===== config.mk =====
export PLATFORM = sky130hd
export DESIGN_NAME = bdd_traversal_ctrl_flat
export DESIGN_NICKNAME = d
export VERILOG_FILES = /design/src/rtl/bdd_traversal_ctrl_if.sv /design/src/rtl/bdd_traversal_ctrl.sv /design/src/flat_wrapper.sv
export SDC_FILE = /design/constraint.sdc
export NUM_CORES = 1
export LEC_CHECK = 0
export CAP_MARGIN = 40
export CORE_MARGIN = 3
export CORE_UTILIZATION = 55
export CTS_BUF_LIST = sky130_fd_sc_hd__clkbuf_8
export DETAILED_ROUTE_END_ITERATION = 6
export GPL_TIMING_DRIVEN = 0
export PLACE_DENSITY_LB_ADDON = 0.12
export SYNTH_ARGS = -nofsm -noshare
export SYNTH_HDL_FRONTEND = slang
export SYNTH_SLANG_ARGS = --single-unit

===== constraint.sdc =====
create_clock -name clk -period 11.9 [get_ports clk]
set_input_delay 3.57 -clock clk [delete_from_list [all_inputs] [get_ports clk]]
set_output_delay 3.57 -clock clk [all_outputs]
set_load 0.005 [all_outputs]

===== src/rtl/bdd_traversal_ctrl_if.sv =====
// ---------------------------------------------------------------------------
// bdd_traversal_ctrl_if
// Resource-side bus of the decision-diagram traversal sequencer: the
// node-memory read port and the external multiply-accumulate unit.
//
//   node_en / node_addr      : node memory read request (controller -> mem)
//   node_coef/thr/child      : node word, valid the cycle after node_en
//   mac_ce / mac_load        : MAC beat enable; load marks the first beat
//   mac_mult / mac_coef      : feature (unsigned) and coefficient (signed)
//   mac_p                    : accumulated result, MAC_LAT cycles after a beat
//
// Modports: master = traversal controller, slave = memory/MAC side.
// ---------------------------------------------------------------------------
interface bdd_traversal_ctrl_if #(
  parameter int NUM_FEAT = 5,
  parameter int FEAT_W   = 8,
  parameter int COEF_W   = 8,
  parameter int ACC_W    = 24,
  parameter int ADDR_W   = 11
);
  logic                           node_en;
  logic        [ADDR_W-1:0]       node_addr;
  logic        [NUM_FEAT*COEF_W-1:0] node_coef;
  logic signed [ACC_W-1:0]        node_thr;
  logic        [2*(ADDR_W+1)-1:0] node_child;
  logic                           mac_ce;
  logic                           mac_load;
  logic        [FEAT_W-1:0]       mac_mult;
  logic signed [COEF_W-1:0]       mac_coef;
  logic signed [ACC_W-1:0]        mac_p;

  modport master (
    output node_en, node_addr, mac_ce, mac_load, mac_mult, mac_coef,
    input  node_coef, node_thr, node_child, mac_p
  );

  modport slave (
    input  node_en, node_addr, mac_ce, mac_load, mac_mult, mac_coef,
    output node_coef, node_thr, node_child, mac_p
  );
endinterface


===== src/rtl/bdd_traversal_ctrl.sv =====
// ---------------------------------------------------------------------------
// bdd_traversal_ctrl
// Walks a decision diagram from a root node. Per internal node it reads the
// node word, streams NUM_FEAT feature/coefficient beats into an external MAC,
// waits out the MAC latency, compares the sum against the node threshold and
// follows the chosen child until a leaf (class id) or the depth limit.
//
// Ports:
//   clk, rst        : clock, asynchronous active-high reset
//   start           : begin classification (accepted in IDLE only)
//   feat, root_addr : sample features and root node, captured on start
//   busy            : high from acceptance through the done cycle
//   done            : one-cycle result strobe
//   class_out, err  : leaf class / depth-abort flag, held until next start
//   bus             : node memory + MAC resource bus (master side)
// ---------------------------------------------------------------------------
module bdd_traversal_ctrl #(
  parameter int NUM_FEAT  = 5,
  parameter int FEAT_W    = 8,
  parameter int COEF_W    = 8,
  parameter int ACC_W     = 24,
  parameter int ADDR_W    = 11,
  parameter int MAC_LAT   = 3,
  parameter int MAX_DEPTH = 32
) (
  input  logic                       clk,
  input  logic                       rst,
  input  logic                       start,
  input  logic [NUM_FEAT*FEAT_W-1:0] feat,
  input  logic [ADDR_W-1:0]          root_addr,
  output logic                       busy,
  output logic                       done,
  output logic [ADDR_W-1:0]          class_out,
  output logic                       err,
  bdd_traversal_ctrl_if.master       bus
);

  localparam int CNT_MAX = (NUM_FEAT > MAC_LAT) ? NUM_FEAT : MAC_LAT;
  localparam int CNT_W   = (CNT_MAX > 1) ? $clog2(CNT_MAX) : 1;
  localparam int DEP_W   = $clog2(MAX_DEPTH + 1);

  localparam logic [CNT_W-1:0] LAST_BEAT   = CNT_W'(NUM_FEAT - 1);
  localparam logic [CNT_W-1:0] LAST_DRAIN  = CNT_W'((MAC_LAT > 1) ? MAC_LAT - 2 : 0);
  localparam logic [DEP_W-1:0] DEPTH_LIMIT = DEP_W'(MAX_DEPTH);

  typedef enum logic [2:0] {
    ST_IDLE, ST_FETCH, ST_LATCH, ST_MAC, ST_DRAIN, ST_DECIDE, ST_DONE
  } state_t;

  state_t state, state_n;

  logic        [CNT_W-1:0]  beat;
  logic        [DEP_W-1:0]  depth;
  logic        [DEP_W-1:0]  depth_inc;
  logic        [ADDR_W-1:0] cur_node;
  logic        [ADDR_W-1:0] class_q;
  logic                     err_q;
  logic        [FEAT_W-1:0] feat_q [NUM_FEAT];
  logic signed [COEF_W-1:0] coef_q [NUM_FEAT];
  logic signed [ACC_W-1:0]  thr_q;
  logic        [ADDR_W:0]   child_hi;
  logic        [ADDR_W:0]   child_lo;
  logic        [ADDR_W:0]   sel_child;
  logic                     gt;
  logic        [FEAT_W-1:0] feat_sel;
  logic signed [COEF_W-1:0] coef_sel;
  logic        [FEAT_W-1:0] mult_hold;
  logic signed [COEF_W-1:0] coef_hold;

  // Operand mux for the current beat
  always_comb begin
    feat_sel = '0;
    coef_sel = '0;
    for (int k = 0; k < NUM_FEAT; k++) begin
      if (beat == CNT_W'(k)) begin
        feat_sel = feat_q[k];
        coef_sel = coef_q[k];
      end
    end
  end

  // Decision: strictly greater takes the hi child, ties go lo
  always_comb begin
    gt        = $signed(bus.mac_p) > $signed(thr_q);
    sel_child = gt ? child_hi : child_lo;
    depth_inc = depth + 1'b1;
  end

  always_ff @(posedge clk or posedge rst) begin
    if (rst) state <= ST_IDLE;
    else     state <= state_n;
  end

  always_comb begin
    state_n      = state;
    busy         = 1'b1;
    done         = 1'b0;
    bus.node_en  = 1'b0;
    bus.mac_ce   = 1'b0;
    bus.mac_load = 1'b0;
    case (state)
      ST_IDLE: begin
        busy = 1'b0;
        if (start) state_n = ST_FETCH;
      end
      ST_FETCH: begin
        bus.node_en = 1'b1;
        state_n     = ST_LATCH;
      end
      ST_LATCH: state_n = ST_MAC;
      ST_MAC: begin
        bus.mac_ce   = 1'b1;
        bus.mac_load = (beat == '0);
        if (beat == LAST_BEAT) state_n = (MAC_LAT > 1) ? ST_DRAIN : ST_DECIDE;
      end
      ST_DRAIN: begin
        if (beat == LAST_DRAIN) state_n = ST_DECIDE;
      end
      ST_DECIDE: begin
        if (sel_child[ADDR_W] || (depth_inc == DEPTH_LIMIT)) state_n = ST_DONE;
        else                                                  state_n = ST_FETCH;
      end
      ST_DONE: begin
        done    = 1'b1;
        state_n = ST_IDLE;
      end
      default: begin
        busy    = 1'b0;
        state_n = ST_IDLE;
      end
    endcase
  end

  // Operands are live during beats and frozen on the last beat otherwise
  always_comb begin
    bus.mac_mult = (state == ST_MAC) ? feat_sel : mult_hold;
    bus.mac_coef = (state == ST_MAC) ? coef_sel : coef_hold;
  end

  assign bus.node_addr = cur_node;
  assign class_out     = class_q;
  assign err           = err_q;

  always_ff @(posedge clk or posedge rst) begin
    if (rst) begin
      beat      <= '0;
      depth     <= '0;
      cur_node  <= '0;
      class_q   <= '0;
      err_q     <= 1'b0;
      thr_q     <= '0;
      child_hi  <= '0;
      child_lo  <= '0;
      mult_hold <= '0;
      coef_hold <= '0;
      for (int k = 0; k < NUM_FEAT; k++) begin
        feat_q[k] <= '0;
        coef_q[k] <= '0;
      end
    end else begin
      case (state)
        ST_IDLE: begin
          if (start) begin
            for (int k = 0; k < NUM_FEAT; k++) feat_q[k] <= feat[k*FEAT_W +: FEAT_W];
            cur_node <= root_addr;
            depth    <= '0;
            err_q    <= 1'b0;
            class_q  <= '0;
          end
        end
        ST_LATCH: begin
          for (int k = 0; k < NUM_FEAT; k++) coef_q[k] <= bus.node_coef[k*COEF_W +: COEF_W];
          thr_q    <= bus.node_thr;
          child_hi <= bus.node_child[2*ADDR_W+1 : ADDR_W+1];
          child_lo <= bus.node_child[ADDR_W:0];
          beat     <= '0;
        end
        ST_MAC: begin
          mult_hold <= feat_sel;
          coef_hold <= coef_sel;
          beat      <= (beat == LAST_BEAT) ? '0 : beat + 1'b1;
        end
        ST_DRAIN: beat <= beat + 1'b1;
        ST_DECIDE: begin
          if (sel_child[ADDR_W]) begin
            class_q <= sel_child[ADDR_W-1:0];
          end else begin
            depth <= depth_inc;
            if (depth_inc == DEPTH_LIMIT) begin
              err_q   <= 1'b1;
              class_q <= '0;
            end else begin
              cur_node <= sel_child[ADDR_W-1:0];
            end
          end
        end
        default: ;
      endcase
    end
  end

endmodule


===== src/flat_wrapper.sv =====
// flat-port wrapper written by rule: the top's interface ports become plain ports
module bdd_traversal_ctrl_flat 
#(
  parameter int NUM_FEAT  = 5,
  parameter int FEAT_W    = 8,
  parameter int COEF_W    = 8,
  parameter int ACC_W     = 24,
  parameter int ADDR_W    = 11,
  parameter int MAC_LAT   = 3,
  parameter int MAX_DEPTH = 32
)
  (clk, rst, start, feat, root_addr, busy, done, class_out, err, bus_node_en, bus_node_addr, bus_mac_ce, bus_mac_load, bus_mac_mult, bus_mac_coef, bus_node_coef, bus_node_thr, bus_node_child, bus_mac_p);
  bdd_traversal_ctrl_if #(.NUM_FEAT(NUM_FEAT), .FEAT_W(FEAT_W), .COEF_W(COEF_W), .ACC_W(ACC_W), .ADDR_W(ADDR_W)) bus_i ();
  input  logic clk;
  input  logic rst;
  input  logic start;
  input  logic [NUM_FEAT*FEAT_W-1:0] feat;
  input  logic [ADDR_W-1:0] root_addr;
  output logic busy;
  output logic done;
  output logic [ADDR_W-1:0] class_out;
  output logic err;
  output wire logic [$bits(bus_i.node_en)-1:0] bus_node_en;
  output wire logic [$bits(bus_i.node_addr)-1:0] bus_node_addr;
  output wire logic [$bits(bus_i.mac_ce)-1:0] bus_mac_ce;
  output wire logic [$bits(bus_i.mac_load)-1:0] bus_mac_load;
  output wire logic [$bits(bus_i.mac_mult)-1:0] bus_mac_mult;
  output wire logic [$bits(bus_i.mac_coef)-1:0] bus_mac_coef;
  input wire logic [$bits(bus_i.node_coef)-1:0] bus_node_coef;
  input wire logic [$bits(bus_i.node_thr)-1:0] bus_node_thr;
  input wire logic [$bits(bus_i.node_child)-1:0] bus_node_child;
  input wire logic [$bits(bus_i.mac_p)-1:0] bus_mac_p;
  assign bus_node_en = bus_i.node_en;
  assign bus_node_addr = bus_i.node_addr;
  assign bus_mac_ce = bus_i.mac_ce;
  assign bus_mac_load = bus_i.mac_load;
  assign bus_mac_mult = bus_i.mac_mult;
  assign bus_mac_coef = bus_i.mac_coef;
  assign bus_i.node_coef = bus_node_coef;
  assign bus_i.node_thr = bus_node_thr;
  assign bus_i.node_child = bus_node_child;
  assign bus_i.mac_p = bus_mac_p;
  bdd_traversal_ctrl #(.NUM_FEAT(NUM_FEAT), .FEAT_W(FEAT_W), .COEF_W(COEF_W), .ACC_W(ACC_W), .ADDR_W(ADDR_W), .MAC_LAT(MAC_LAT), .MAX_DEPTH(MAX_DEPTH)) u_core (.clk(clk), .rst(rst), .start(start), .feat(feat), .root_addr(root_addr), .busy(busy), .done(done), .class_out(class_out), .err(err), .bus(bus_i));
endmodule

# Yosys cells after proc, flatten, opt, wreduce, memory -nomap -nowiden

Index checks and enable logic that the tools add are counted.

Input bits: 166
Register bits: 179

Equality and inequality tests: 18
$add $sub $neg: 2
Reductions and logical operators: 12
$lt $le $gt $ge: 1
Multiplexer cells: 40

Operator list:

| cell                | number |
|---|---|
| $mux 8              | 12 |
| $mux 11             | 6 |
| $pmux 11 s2         | 2 |
| $gt 24x24->1        | 1 |
| $pmux 3 s6          | 1 |
| $mux 3              | 5 |
| $eq 3x2->1 const B  | 4 |
| $eq 3x3->1 const B  | 4 |
| $mux 12             | 1 |
| $mux 6              | 2 |
| $pmux 6 s2          | 1 |
| $pmux 3 s3          | 1 |
| $reduce_and 3->1    | 3 |
| $mux 1              | 8 |
| $reduce_and 4->1    | 2 |
| $add 6x1->6 const B | 1 |
| $eq 3x1->1 const B  | 2 |
| $eq 6x6->1 const B  | 1 |
| $logic_not 3->1     | 2 |
| $ne 2x1->1 const B  | 3 |
| $ne 2x2->1 const B  | 3 |
| $reduce_or 6->1     | 1 |
| $add 3x1->3 const B | 1 |
| $ne 3x1->1 const B  | 1 |
| other kinds (5)     | 5 |

# Longest topological paths before layout

Gate-level depths: netlist of run 1.

Word-level depth: 7
Depth in mapped cells: 12
Depth with buffers taken out: 11

# Worst setup path after synthesis of run 1

OpenSTA, ideal clock, no wires.

Kind: input to register
From: input port bus_mac_p[15]
To: register u_core.cur_node[0], in the netlist u_core.bus.node_addr[0]
Setup slack: 6069 ps
Stages on the path: 11
Setup time: 125 ps
Arrival: 5706 ps
Cells stage by stage: ha_1 -> nand4_2 -> o221ai_1 -> nor2_1 -> o21ai_0 -> nor3_1 -> nor3b_2 -> nand3b_4 -> o21ai_4 -> buf_8 -> mux2_4

Longest elaborated chain between the ends: 5

Ends and longest elaborated chain:

| element              | line                      | source |
|---|---|---|
| from (decl)          | flat_wrapper.sv:32        | `input wire logic [$bits(bus_i.mac_p)-1:0] bus_mac_p;` |
| $gt 24x24->1 (*)     | bdd_traversal_ctrl.sv:84  | `gt = $signed(bus.mac_p) > $signed(thr_q);` |
| $mux 12 (*)          | bdd_traversal_ctrl.sv:85  | `sel_child = gt ? child_hi : child_lo;` |
| $mux 11              | bdd_traversal_ctrl.sv:189 | `if (depth_inc == DEPTH_LIMIT) begin` |
| $mux 11              | bdd_traversal_ctrl.sv:185 | `if (sel_child[ADDR_W]) begin` |
| $pmux 11 s2          | bdd_traversal_ctrl.sv:161 | `case (state)` |
| to (signal assigned) | bdd_traversal_ctrl.sv:165 | `cur_node <= root_addr;` |
| to (signal assigned) | bdd_traversal_ctrl.sv:193 | `cur_node <= sel_child[ADDR_W-1:0];` |
| to (decl)            | bdd_traversal_ctrl.sv:55  | `logic [ADDR_W-1:0] cur_node;` |

Every way passes the cells marked *; elsewhere a longest branch is shown, timed or not. The select of a mux whose other input is x is not followed.
A chain may end at the register's enable or synchronous reset.

# Final worst setup path of run 1

From: register u_core.beat[0]
To: output port bus_mac_mult[5]

Longest elaborated chain between the ends: 7

Ends and longest elaborated chain:

| element                | line                      | source |
|---|---|---|
| from (decl)            | bdd_traversal_ctrl.sv:52  | `logic [CNT_W-1:0] beat;` |
| from (signal assigned) | bdd_traversal_ctrl.sv:181 | `beat <= (beat == LAST_BEAT) ? '0 : beat + 1'b1;` |
| from (signal assigned) | bdd_traversal_ctrl.sv:183 | `ST_DRAIN: beat <= beat + 1'b1;` |
| $logic_not 3->1        | bdd_traversal_ctrl.sv:75  | `if (beat == CNT_W'(k)) begin` |
| $mux 8 (4 in series)   | bdd_traversal_ctrl.sv:75  |  |
| $mux 8 (*)             | bdd_traversal_ctrl.sv:75  |  |
| $mux 8 (*)             | bdd_traversal_ctrl.sv:136 | `bus.mac_mult = (state == ST_MAC) ? feat_sel : mult_hold;` |
| to (decl)              | flat_wrapper.sv:27        | `output wire logic [$bits(bus_i.mac_mult)-1:0] bus_mac_mult;` |

Every way passes the cells marked *; elsewhere a longest branch is shown, timed or not.

==> metrics.md, run 1 <==
| Metric | Value |
|---|---|
| Area occupied by multi-input gates | 3790 um2 |
| Input/output buffers | 209 |
| Layout overhead on the synthesized area | 31.9% |
| Most area-consuming cells after synthesis | sky130_fd_sc_hd__dfrtp_1 (52%), sky130_fd_sc_hd__nand2_1 (8.8%), sky130_fd_sc_hd__mux2_2 (8.7%), sky130_fd_sc_hd__o21ai_0 (4.5%), sky130_fd_sc_hd__ha_1 (4.4%) |
| Type of the worst setup path | reg2out |
| Final HPWL DP | 16.1 mm |
| Sequential-to-total area share from yosys stat | 51.9% |
| Setup Skew | 0.0159 ns |
| Fin nets | 1288 |
| Final TNS setup | 0 ns |
| Achievable frequency | 134 MHz |
| Slew HR | 52.3% |
| Core outline area | 15300 um2 |
| Vias | 7086 |
| Root buf cell | sky130_fd_sc_hd__clkbuf_8 |
| Shortest clock period the worst path allows after layout | 7.48 ns |
| Horizontal die dimension | 131 um |
| Static Leakage | 0.00509 uW |
| Count of state elements after synthesis | 179 |
| H-tree lvl count | 4 |
| Area share of the largest cell type after synthesis | 51.9% |
| Fin. max-slew vios | 0 |
| Via density | 5.39 |
| Pre-CTS setup slack | 4.96 ns |
| Wire length of the first global-routing pass | 35.1 mm |
| Starting utilization of the core area | 56.5% |
| Ys async rst share | 100% |
| CP Cell Sequence | inv_1 -> ha_1 -> nand2_1 -> nor2_1 -> clkbuf_1 -> a22oi_1 -> a211oi_1 -> a21oi_1 -> nand2_1 -> o21ai_0 -> o21ai_0 -> clkdlybuf4s50_1 |
| Antenna Diode Count | 0 |
| Post-cts gate resize count | 0 |
| Number of setup violations in the final report | 0 |
| Worst hold-check slack | 0.482 ns |
| Overflow left after global routing | 0 |
| Predominant post-synthesis flop cell | sky130_fd_sc_hd__dfrtp_1 |
| Crit-path max FO | 10 |
| Warnings, synthesis | 0 |
| Die Outline Area | 17200 um2 |
| Top delay family on crit path | buffers and inverters |
| Largest area contributor in the synthesized netlist | sky130_fd_sc_hd__dfrtp_1 |
| Initial DRC Count | 382 |
| Fillers | 1133 |
| Number of buffers and inverters on the critical path | 3 |
| DR WL/cell | 16.7 um |
| Final routed DRC violation total | 0 |
| Number of buffers added for setup after CTS | 0 |
| Total global routing track utilization | 25.2% |
| Ports | 210 |
| Most common cell after layout, fill and taps aside | sky130_fd_sc_hd__clkdlybuf4s50_1 |
| Number of placement rows | 45 |
| Setup repair after global routing missed its margin | no |
| Hold Fails Final Rpt | 0 |
| Post-synthesis cell area | 8630 um2 |
| Maximum clock insertion buffer count | 2 |
| EDFF count, synth | 0 |
| Path type of the worst min-delay path | reg2reg |
| Number of nets in the synthesized netlist | 1059 |
| Number of buffers created by CTS | 17 |
| Per-instance average area after synthesis | 10.0 um2 |
| Post-synth cell types | 54 |
| Synth Instances | 863 |
| Largest stage delay on the critical path | 0.57 ns |
| Overall routed net length | 21.9 mm |
| Post-layout worst setup margin | 4.42 ns |
| Clock sink total | 179 |
| GP Congestion | 0.843 |
| PD cells | 240 nW/um2 |
| CTS tree | yes |
| Post-detailed-route count of antenna-violating nets | 0 |
| Data arrival time of the worst path | 3.91 ns |
| Initial antenna violation count | 0 |
| Most used cells in the layout excluding fill and tap cells | sky130_fd_sc_hd__clkdlybuf4s50_1 (209), sky130_fd_sc_hd__nand2_1 (202), sky130_fd_sc_hd__dfrtp_1 (179) |
| Worst-skew pair later-pin latency | 0.47 ns |
| Hold buffers post-CTS | 0 |
| Fraction of layout instances using a drive strength above 1 | 12.2% |
| Result of the run | finished clean |
| Max-cap violations | 0 |
| Y dimension of the die | 131 um |
| Critical path data required time | 8.33 ns |
| Max VDD drop | 0.122 mV |
| First-pass iteration count of the detailed router | 5 |
| Critical Path End Type | primary output |
| Critical Path Start Type | flop |
| Clock transition at the registers of the reported paths | 0.10 ns |
| Cell with the largest stage delay on the worst path | sky130_fd_sc_hd__clkdlybuf4s50_1 |
| Actual slew at the worst max-slew pin | 0.715 ns |
| Largest net degree at the start of global routing | 125 |
| Final critical-path share of the clock period | 62.9% |
| Sequential cell area | 4480 um2 |
| Vias in the first global route | 6935 |
==> worst paths after layout <==
check | end | from | cells after the start | slack (ns)
max | bus_mac_mult[5] | u_core.beat[0]$_DFFE_PP0P_ | 12 | 4.42
min | u_core.feat_q[6]$_DFFE_PP0P_ | u_core.feat_q[6]$_DFFE_PP0P_ | 2 | 0.48
max reg2reg | u_core.bus.node_addr[7]$_DFFE_PP0P_ | u_core.thr_q[14]$_DFFE_PP0P_ | 12 | 8.86
min reg2reg | u_core.feat_q[6]$_DFFE_PP0P_ | u_core.feat_q[6]$_DFFE_PP0P_ | 2 | 0.48
max in group asynchronous | u_core.coef_q[29]$_DFFE_PP0P_ | rst | 3 | 7.46
min in group asynchronous | u_core.coef_q[4]$_DFFE_PP0P_ | rst | 2 | 3.51
==> routing by layer <==
metal  vias up  GRT usage (%)  wire length, um
met5         -              0                0
met4         0           5.95              334
met3        24           5.97             1290
met2       236           39.6            10100
met1      3413           35.9            10200
li1       3413              -                -
==> logic make-up after synthesis <==
logic type      count (synthesis)  share of synthesized area, %
buf+inv                        86                          4.18
mux                            90                          12.0
compound gates                184                          13.0
flops                         179                          51.9
fa+ha+maj                      30                          4.35
xor+xnor                        2                         0.203
simple gates                  292                          14.3
==> power breakdown <==
| part | switching, uW | internal [uW] | leakage, uW |
|---|---|---|---|
| logic | 666 | 636 | 0.00270 |
| clock network | 232 | 167 | 0.000173 |
| registers | 148 | 886 | 0.00221 |
| total | 1050 | 1690 | 0.00509 |
==> synthesized netlist by cell type (2+ instances only) <==
| master | instances |
|---|---|
| sky130_fd_sc_hd__nand2_1 | 202 |
| sky130_fd_sc_hd__dfrtp_1 | 179 |
| sky130_fd_sc_hd__o21ai_0 | 78 |
| sky130_fd_sc_hd__mux2_2 | 67 |
| sky130_fd_sc_hd__a21oi_1 | 43 |
| sky130_fd_sc_hd__nor2_1 | 40 |
| sky130_fd_sc_hd__clkbuf_1 | 37 |
| sky130_fd_sc_hd__inv_1 | 33 |
| sky130_fd_sc_hd__ha_1 | 30 |
| sky130_fd_sc_hd__nand3_1 | 22 |
| sky130_fd_sc_hd__a22oi_1 | 17 |
| sky130_fd_sc_hd__a211oi_1 | 16 |
| sky130_fd_sc_hd__mux2i_1 | 13 |
| sky130_fd_sc_hd__mux2_4 | 10 |
| sky130_fd_sc_hd__a22o_1 | 9 |
| sky130_fd_sc_hd__buf_2 | 6 |
| sky130_fd_sc_hd__buf_1 | 5 |
| sky130_fd_sc_hd__and3_1 | 4 |
| sky130_fd_sc_hd__nor2b_1 | 4 |
| sky130_fd_sc_hd__nor3_1 | 4 |
| sky130_fd_sc_hd__a21o_1 | 2 |
| sky130_fd_sc_hd__a22o_2 | 2 |
| sky130_fd_sc_hd__a31oi_1 | 2 |
| sky130_fd_sc_hd__buf_6 | 2 |
| sky130_fd_sc_hd__nand4_1 | 2 |
| sky130_fd_sc_hd__nor3b_1 | 2 |
| sky130_fd_sc_hd__o221ai_1 | 2 |
| sky130_fd_sc_hd__o22ai_1 | 2 |
| sky130_fd_sc_hd__o31ai_1 | 2 |
| sky130_fd_sc_hd__xor2_1 | 2 |
==> worst register-to-register path: cells and delay by family, from the launching register on <==
kind / cells / cell delay [ns]
buffers and inverters: 2 / 0.26
AOI/OAI and AO/OA: 3 / 0.51
and+or+nand+nor: 5 / 1.24
muxes: 1 / 0.31
adders and majority gates: 1 / 0.25
DFF: 1 / 0.37
==> through the flow <==
step / instance area, um2 / std cells / util (%) / power (uW)
after floorplan: 8630 / 863 / - / 1830
after global placement: 11000 / 1283 / 72.0 / 2290
after detailed placement: 11000 / 1284 / 72.2 / 2340
after CTS: 11400 / 1314 / 74.6 / 2740
after global routing: 11400 / 1314 / 74.6 / 2930
final: 11400 / 1314 / 74.6 / 2740
==> state kept, by name, indices dropped and copies added, names as in the netlist <==
register              cells
u_core.bus.node_addr     11
u_core.depth              6
u_core.mult_hold          8
u_core.child_lo          12
u_core.feat_q            40
u_core.class_out         11
u_core.beat               3
u_core.state              3
u_core.child_hi          12
u_core.coef_hold          8
u_core.coef_q            40
u_core.err                1
u_core.thr_q             24
==> cell type report <==
type / instances / share of cell area, %
Sequential cell: 179 / 39.4
Multi-Input combinational cell: 598 / 33.3
Timing Repair Buffer: 210 / 18.6
Tap cell: 211 / 2.32
Clock buffer: 17 / 2.06
Buffer: 52 / 2.04
Inverter: 34 / 1.19
Clock inverter: 13 / 1.13
Note: power is estimated with default switching activity, not from simulation.
==> run 2, diff against run 1 <==
- CORE_UTILIZATION: 55 -> 47
- clock period: 11.9 -> 6 ns (I/O delays scaled with it)
==> metrics.md, run 2 (same netlist as run 1, synthesis figures left out) <==
| Metric | Value |
|---|---|
| Largest net degree at the start of global routing | 35 |
| Fillers | 1472 |
| Root buf cell | sky130_fd_sc_hd__clkbuf_8 |
| Type of the worst setup path | reg2out |
| Number of setup violations in the final report | 0 |
| Final routed DRC violation total | 0 |
| Path type of the worst min-delay path | reg2reg |
| Number of non-filler instances in the completed layout | 1335 |
| Worst hold-check slack | 0.486 ns |
| Crit-path max FO | 10 |
| Clock sink total | 179 |
| Shortest clock period the worst path allows after layout | 5.65 ns |
| Number of buffers created by CTS | 17 |
| Overflow left after global routing | 0 |
| Worst-skew pair later-pin latency | 0.47 ns |
| GP Congestion | 0.872 |
| Final TNS setup | 0 ns |
| CP Cell Sequence | inv_1 -> ha_1 -> nand2_1 -> nor2_2 -> clkbuf_1 -> a22oi_1 -> a211oi_1 -> a21oi_1 -> nand2_1 -> o21ai_0 -> o21ai_0 -> clkdlybuf4s50_1 |
| Critical path data required time | 4.20 ns |
| Starting utilization of the core area | 48.9% |
| CTS tree | yes |
| Critical Path End Type | primary output |
| Initial antenna violation count | 0 |
| Input/output buffers | 209 |
| Antenna Diode Count | 0 |
| Most used cells in the layout excluding fill and tap cells | sky130_fd_sc_hd__clkdlybuf4s50_1 (209), sky130_fd_sc_hd__nand2_1 (202), sky130_fd_sc_hd__dfrtp_1 (179) |
| Pre-CTS setup slack | 0.807 ns |
| Die Outline Area | 20000 um2 |
| DR WL/cell | 17.2 um |
| Registers with the most flip-flops | u_core.coef_q: 40 flops, u_core.feat_q: 40 flops, u_core.thr_q: 24 flops |
| Vias | 7074 |
| Final HPWL DP | 17.3 mm |
| Setup repair after global routing missed its margin | no |
| Part of the total power dissipated in sequential elements | 36.9% |
| Data arrival time of the worst path | 3.85 ns |
| Largest stage delay on the critical path | 0.57 ns |
| Layout overhead on the synthesized area | 34.1% |
| Total global routing track utilization | 23.1% |
| Actual slew at the worst max-slew pin | 0.744 ns |
| Fin nets | 1293 |
| Number of buffers added for setup after CTS | 0 |
| Ports | 210 |
| Via density | 5.30 |
| Overall routed net length | 22.9 mm |
| Core outline area | 17700 um2 |
| Setup Skew | 0.0201 ns |
| Initial DRC Count | 369 |
| Result of the run | finished clean |
| Hold Fails Final Rpt | 0 |
| Fraction of layout instances using a drive strength above 1 | 13.0% |
| Critical Path Start Type | flop |
| Switching share of power | 38.1% |
| Static Leakage | 0.00518 uW |
| Max VDD drop | 0.288 mV |
| Sw power | 2120 uW |
| Max-cap violations | 0 |
| Y dimension of the die | 141 um |
| Maximum clock insertion buffer count | 2 |
| PD cells | 480 nW/um2 |
| Most common cell after layout, fill and taps aside | sky130_fd_sc_hd__clkdlybuf4s50_1 |
| Achievable frequency | 177 MHz |
| Fin. max-slew vios | 0 |
| Combinational power share | 46.9% |
| Vias in the first global route | 6987 |
| Clock transition at the registers of the reported paths | 0.10 ns |
| Post-placement cell count | 1303 |
| Horizontal die dimension | 141 um |
| Clk pwr share | 16.1% |
| First-pass iteration count of the detailed router | 5 |
| Post-detailed-route count of antenna-violating nets | 0 |
| Cell with the largest stage delay on the worst path | sky130_fd_sc_hd__clkdlybuf4s50_1 |
| H-tree lvl count | 4 |
| Number of placement rows | 48 |
| Final critical-path share of the clock period | 94.1% |
| Post-layout worst setup margin | 0.352 ns |
| Wire length of the first global-routing pass | 36.6 mm |
| Slew HR | 50.4% |
| Cell-internal power | 3430 uW |
-- run 2: final cells by class --
type / count / area [um2] / share of cell area, %
Buffer: 52 / 234 / 2.02
Timing Repair Buffer: 215 / 2210 / 19.1
Inverter: 34 / 131 / 1.14
Tap cell: 225 / 282 / 2.43
Multi-Input combinational cell: 598 / 3790 / 32.8
Sequential cell: 179 / 4480 / 38.7
Clock inverter: 14 / 189 / 1.63
Clock buffer: 18 / 248 / 2.14
-- run 2: repair_timing --
| action | CTS | global route |
|---|---|---|
| endpoints found under the setup margin | 0 | 6 |
| hold buffers | 0 | 0 |
| resized for setup | 0 | 3 |
-- run 2: power groups by stage --
stage          Combinational, uW  Clock, uW  Sequential, uW
2_1_floorplan               1650          0            1990
3_3_place_gp                2540          0            2050
3_5_place_dp                2600          0            2060
4_1_cts                     2610        915            2040
5_1_grt                     2900        968            2110
6_report                    2600        895            2050
-- run 2: layer usage --
metal	up-vias	share of wire, %	GRT usage [%]
met5	-	0	0
li1	3436	-	-
met1	3394	47	33.7
met2	217	46	35.2
met3	27	6.2	4.68
met4	0	1.8	6.41
-- run 2: critical path, delay by kind of cell (launching register included) --
family | cells | cell delay [ns]
adders and majority gates | 1 | 0.18
buffers and inverters | 3 | 1.14
DFF | 1 | 0.46
AOI/OAI and AO/OA | 5 | 1.08
and+or+nand+nor | 3 | 0.52
-- run 2: worst paths after layout --
kind,slack (ns),startpoint,depth (start not counted),endpoint
max,0.35,u_core.beat[0]$_DFFE_PP0P_,12,bus_mac_coef[5]
min,0.49,u_core.feat_q[7]$_DFFE_PP0P_,2,u_core.feat_q[7]$_DFFE_PP0P_
min in group asynchronous,1.63,rst,2,u_core.thr_q[17]$_DFFE_PP0P_
max in group asynchronous,3.25,rst,6,u_core.child_lo[2]$_DFFE_PP0P_
max reg2reg,2.96,u_core.thr_q[17]$_DFFE_PP0P_,12,u_core.bus.node_addr[6]$_DFFE_PP0P_
min reg2reg,0.49,u_core.feat_q[7]$_DFFE_PP0P_,2,u_core.feat_q[7]$_DFFE_PP0P_
-- run 2: per-stage QoR --
stage                     power, uW  area (um2)  util [%]
after floorplan                3640        8630         -
after detailed placement       4660       11100      63.0
after global placement         4580       11000      62.3
after CTS                      5570       11600      65.5
final                          5550       11600      65.5
after global routing           5980       11600      65.5
